<file path="config.mk">
export PLATFORM = sky130hd
export DESIGN_NAME = dcache_ctrl
export DESIGN_NICKNAME = d
export VERILOG_FILES = /design/src/rtl/dcache_ctrl.sv
export SDC_FILE = /design/constraint.sdc
export NUM_CORES = 2
export LEC_CHECK = 0
export CAP_MARGIN = 40
export CORE_ASPECT_RATIO = 0.7
export CORE_MARGIN = 3
export CORE_UTILIZATION = 45
export DETAILED_ROUTE_END_ITERATION = 10
export GPL_ROUTABILITY_DRIVEN = 0
export PLACE_DENSITY = 0.65
export SLEW_MARGIN = 10
export SYNTH_ARGS = -nofsm -noshare
export SYNTH_HDL_FRONTEND = slang
export SYNTH_MEMORY_MAX_BITS = 65536
export SYNTH_SLANG_ARGS = --single-unit
</file>
<file path="constraint.sdc">
create_clock -name clk_i -period 15.01 [get_ports clk_i]
set_input_delay 4.503 -clock clk_i [delete_from_list [all_inputs] [get_ports clk_i]]
set_output_delay 4.503 -clock clk_i [all_outputs]
set_load 0.02 [all_outputs]
</file>
<file path="src/rtl/dcache_ctrl.sv">
// Direct-mapped, write-back/write-allocate data cache controller for the MEM stage.
// Optional hit/miss statistics counters are built when DCACHE_STATS_EN is defined.
module dcache_ctrl #(
  parameter int LINES = 16
) (
  input  logic         clk_i,
  input  logic         rst_i,
  input  logic         cpu_req_i,
  input  logic         cpu_we_i,
  input  logic [31:0]  cpu_addr_i,
  input  logic [31:0]  cpu_wdata_i,
  output logic [31:0]  cpu_rdata_o,
  output logic         cpu_stall_o,
  output logic         mem_en_o,
  output logic         mem_we_o,
  output logic [31:0]  mem_addr_o,
  output logic [255:0] mem_wdata_o,
  input  logic [255:0] mem_rdata_i,
  input  logic         mem_ack_i,
  output logic [31:0]  hit_cnt_o,
  output logic [31:0]  miss_cnt_o
);

  localparam int IDXW = $clog2(LINES);
  localparam int TAGW = 27 - IDXW;

  typedef enum logic [1:0] {IDLE, WRITEBACK, ALLOCATE, DONE} state_t;

  state_t            state_r, state_s;
  logic [255:0]      data_r [LINES];
  logic [TAGW-1:0]   tag_r  [LINES];
  logic [LINES-1:0]  valid_r, dirty_r;

  logic [IDXW-1:0]   idx_s;
  logic [TAGW-1:0]   tag_s;
  logic [2:0]        wsel_s;
  logic              hit_s;
  logic              store_hit_s, fill_s, stall_s;
  logic              mem_en_s, mem_we_s;
  logic [31:0]       mem_addr_s, rdata_s;
  logic [255:0]      mem_wdata_s;
  logic              unused_s;

  assign idx_s    = cpu_addr_i[5 +: IDXW];
  assign tag_s    = cpu_addr_i[31 -: TAGW];
  assign wsel_s   = cpu_addr_i[4:2];
  assign hit_s    = cpu_req_i & valid_r[idx_s] & (tag_r[idx_s] == tag_s);
  assign unused_s = ^cpu_addr_i[1:0];

  // Next-state and output decode; while stalled the CPU holds its address, so it indexes the victim line.
  always_comb begin
    state_s     = state_r;
    stall_s     = 1'b0;
    store_hit_s = 1'b0;
    fill_s      = 1'b0;
    mem_en_s    = 1'b0;
    mem_we_s    = 1'b0;
    mem_addr_s  = 32'd0;
    mem_wdata_s = 256'd0;
    rdata_s     = 32'd0;
    case (state_r)
      IDLE: begin
        if (cpu_req_i) begin
          if (hit_s) begin
            if (cpu_we_i) begin
              store_hit_s = 1'b1;
            end else begin
              rdata_s = data_r[idx_s][{wsel_s, 5'b00000} +: 32];
            end
          end else begin
            stall_s = 1'b1;
            if (valid_r[idx_s] & dirty_r[idx_s]) begin
              state_s = WRITEBACK;
            end else begin
              state_s = ALLOCATE;
            end
          end
        end else begin
          state_s = IDLE;
        end
      end
      WRITEBACK: begin
        stall_s     = 1'b1;
        mem_en_s    = 1'b1;
        mem_we_s    = 1'b1;
        mem_addr_s  = {tag_r[idx_s], idx_s, 5'b00000};
        mem_wdata_s = data_r[idx_s];
        if (mem_ack_i) begin
          state_s = ALLOCATE;
        end else begin
          state_s = WRITEBACK;
        end
      end
      ALLOCATE: begin
        stall_s    = 1'b1;
        mem_en_s   = 1'b1;
        mem_addr_s = {cpu_addr_i[31:5], 5'b00000};
        if (mem_ack_i) begin
          fill_s  = 1'b1;
          state_s = DONE;
        end else begin
          state_s = ALLOCATE;
        end
      end
      DONE: begin
        stall_s = 1'b1;
        state_s = IDLE;
      end
      default: begin
        state_s = IDLE;
      end
    endcase
  end

  assign cpu_stall_o = stall_s;
  assign cpu_rdata_o = rdata_s;
  assign mem_en_o    = mem_en_s;
  assign mem_we_o    = mem_we_s;
  assign mem_addr_o  = mem_addr_s;
  assign mem_wdata_o = mem_wdata_s;

  // State register; reset aborts any transfer in flight.
  always_ff @(posedge clk_i or posedge rst_i) begin
    if (rst_i) begin
      state_r <= IDLE;
    end else begin
      state_r <= state_s;
    end
  end

  // Line status bits.
  always_ff @(posedge clk_i or posedge rst_i) begin
    if (rst_i) begin
      valid_r <= {LINES{1'b0}};
      dirty_r <= {LINES{1'b0}};
    end else if (fill_s) begin
      valid_r[idx_s] <= 1'b1;
      dirty_r[idx_s] <= 1'b0;
    end else if (store_hit_s) begin
      dirty_r[idx_s] <= 1'b1;
    end
  end

  // Data and tag arrays are not reset; valid bits gate their use.
  always_ff @(posedge clk_i) begin
    if (fill_s) begin
      data_r[idx_s] <= mem_rdata_i;
      tag_r[idx_s]  <= tag_s;
    end else if (store_hit_s) begin
      data_r[idx_s][{wsel_s, 5'b00000} +: 32] <= cpu_wdata_i;
    end
  end

`ifdef DCACHE_STATS_EN
  logic        replay_r;
  logic [31:0] hit_cnt_r, miss_cnt_r;

  // Statistics; the access completing right after DONE is the replay of a miss, not a hit.
  always_ff @(posedge clk_i or posedge rst_i) begin
    if (rst_i) begin
      replay_r   <= 1'b0;
      hit_cnt_r  <= 32'd0;
      miss_cnt_r <= 32'd0;
    end else begin
      replay_r <= (state_r == DONE);
      if ((state_r == IDLE) && hit_s && !replay_r) begin
        hit_cnt_r <= hit_cnt_r + 32'd1;
      end
      if ((state_r == IDLE) && cpu_req_i && !hit_s) begin
        miss_cnt_r <= miss_cnt_r + 32'd1;
      end
    end
  end

  assign hit_cnt_o  = hit_cnt_r;
  assign miss_cnt_o = miss_cnt_r;
`else
  assign hit_cnt_o  = 32'd0;
  assign miss_cnt_o = 32'd0;
`endif

endmodule

</file>
==> run metrics <==
setup violators final=0; slew margin rel.=0.183; Global Route Usage Sum=0.273; Std-Cell Rows=193; Post-synth top cells=edfxtp_1, mux4_2, clkbuf_1; Setup TNS=0 ps; Avg Vias per Cell=6.26; top-count cell post-synth=edfxtp_1; drt total wl=562,000 microns; Final Max Tran Viols=0; Layout area overhead=16.6%; Sink Count=about 4,500; met1 usage in global routing=0.375; Avg WL per Cell=38.0 microns; CTS root buf=clkbuf_16; Setup CP Type=in -> out; top cells by area, synth=edfxtp_1, mux4_2, mux2i_1; global route overflow=0; maximum VDD drop=0.0989 mV; most common flop cell mapped by yosys=edfxtp_1; I/O pin cnt=around 700; worst-case reg-to-reg path depth=11; cts hold-fix bufs=0; Seq cells post-synth=4,498; Netlist Area Pre-Place=180,000 sq um; initial core utilization=0.454; final core utilization=0.529; proportion of layout cells with a drive suffix above 1=0.302; Clock Skews=81.6 ps; max-cap violations=0; Reg clk slew, reported paths=~60 ps; initial antenna violation count=just under 100; vias in the first global route=89,600; r2r startpoint=tag_r[11][6]$_DFFE_PP_; IO buf count=640; hold path endpoint=valid_r[12]$_DFFE_PP0P_; Post-CTS Setup Inserts=0; hold depth=1; met2 GRT Util=0.407; Max Root-Sink Buffers=4; Seq/Total Area, Yosys=0.750; TritonCTS Buffers=425; FF-to-FF End=data_r[5][145]$_DFFE_PP_; Routed Antenna Nets=0; Period minus WS final=between 10,000 and 15,000 ps; die area=407,000 sq um; worst-skew pair later-pin latency=1020 ps; Critical Path AT=9210 ps; Min Hold Slack=roughly 470 ps; unrepaired setup endpoints after global routing=no; Async S/R FF share, synth=0.00756; Post-CTS Resized=0; Multi-input gate area=between 40,000 and 50,000 sq um; Fillers=30,000; GRT Max-Usage Layer=met2; Distinct cells, synth=70; hold violation total from the final report=0; core footprint=396,000 sq um; dpl hpwl=348,000 microns; first-pass GRT wire length=762,000 microns; Syn Area/Cell=approximately 22 sq um; worst slack at placement=1350 ps; startpoint types=primary input; First DRT Iteration DRCs=roughly 14,000; Critical Path End Type=primary output; number of flops mapped to enable cells by yosys=4,464; PD cells=133 nW/um^2; worst endpoint required time=10,510 ps; largest net degree at the start of global routing=~160; die width=around 760 microns; outcome=finished clean; DR DRC count=0; nets=9,387; Hold WC Path Type=reg -> reg; M3 GR Usage=0.0732; Worst-Margin Slew=1230 ps; warnings from Yosys=0; cell taking the most area after synthesis=edfxtp_1; htree depth=5; CTS tree=done; worst hold start=valid_r[12]$_DFFE_PP0P_; Max Freq=~73 MHz; Pwr Total=27.8 mW; Initial DRT Pass Iterations=5; Die Y=535 microns; Register Area=approximately 130,000 sq um; Max FO, Critical Path=about 120; static leakage=65.7 nW; fin crit share=0.914; area fraction of the dominant cell type after synthesis=0.746; vias post-DR=92,500; Mapped Cells=8,060; Worst R2R Setup Slack=9040 ps; setup slack after layout=1300 ps
## metrics by stage
stage	area [sq um]	instances
3_3_place_gp	194000	13700
4_1_cts	209000	14600
3_5_place_dp	196000	13900
2_1_floorplan	180000	8128
5_1_grt	209000	14700
6_report	210000	14800
## metal layers
metal  vias to the layer above  wire, microns
met5                         -            216
met4                        30          28400
met3                       954          65800
met2                      6052         258000
met1                     49600         209000
li1                      35900              -
## where the power goes
part	switching (mW)	total, mW	leakage [nW]	internal (mW)
Combinational	2.01	3.18	18.6	1.17
Clock	4.67	10.5	6.52	5.82
Sequential	0.0506	14.1	40.6	14.0
## area by class of cell
type	count	share of cell area
inverter	140	0.00252
sequential	4498	0.644
antenna	116	0.00139
tap	5265	0.0314
clock buffer	536	0.0538
timing repair buffer	1062	0.0481
multi-input combinational	2926	0.209
clock inverter	246	0.0101
## worst max-delay path: stages
cell     delay, ps
buf_16         520
buf_4          520
buf_4          600
mux4_2         590
mux4_2         650
mux4_2         640
nand2_1        400
a21oi_1        160
buf_4          180
## how the worst max path moves through the flow
| stage | from | end | slack, ps | depth (start not counted) |
|---|---|---|---|---|
| after floorplan | cpu_addr_i[5] | cpu_rdata_o[0] | 2470 | 13 |
| after global placement | cpu_addr_i[5] | cpu_rdata_o[29] | 1390 | 9 |
| after detailed placement | cpu_addr_i[5] | cpu_rdata_o[13] | 1350 | 9 |
| after CTS | cpu_addr_i[5] | cpu_rdata_o[13] | 1360 | 9 |
| after global routing | cpu_addr_i[5] | cpu_rdata_o[27] | 1140 | 9 |
| final | cpu_addr_i[5] | cpu_rdata_o[26] | 1300 | 9 |
## registers in the layout (all words and copies together) (netlist names), named ones only
| signal | cells |
|---|---|
| data_r | 4096 |
| state_r | 2 |
| tag_r | 368 |
| valid_r | 16 |
## logic make-up after synthesis
logic type	count (synthesis)	share of synthesized area
buf+inv	704	0.0169
compound gates	318	0.0108
xor+xnor	13	0.000633
simple gates	753	0.0229
fa+ha+maj	9	0.000626
mux	1764	0.198
flops	4498	0.750
other cells	1	0.0000209
## placed cells by master (no fill, tap or decap), types with 29 or more instances in the layout
cell / netlist / final
buf_4: 78 / 388
clkdlybuf4s50_1: 0 / 572
a22oi_1: 44 / 44
nor2b_1: 32 / 31
buf_12: 0 / 41
clkbuf_16: 0 / 435
mux4_2: 1402 / 1402
diode_2: 0 / 116
edfxtp_1: 4464 / 4464
dfrtp_1: 34 / 34
mux2i_1: 192 / 191
a21oi_4: 0 / 128
a21oi_1: 172 / 44
nand2_1: 223 / 210
mux2_4: 30 / 30
conb_1: 1 / 69
clkbuf_1: 338 / 99
inv_1: 138 / 137
clkinv_1: 1 / 108
buf_2: 56 / 34
bufinv_16: 0 / 29
clkinv_2: 0 / 65
and3_1: 65 / 65
and2_1: 269 / 269
mux2_2: 139 / 139
Note: power is estimated with default switching activity, not from simulation.
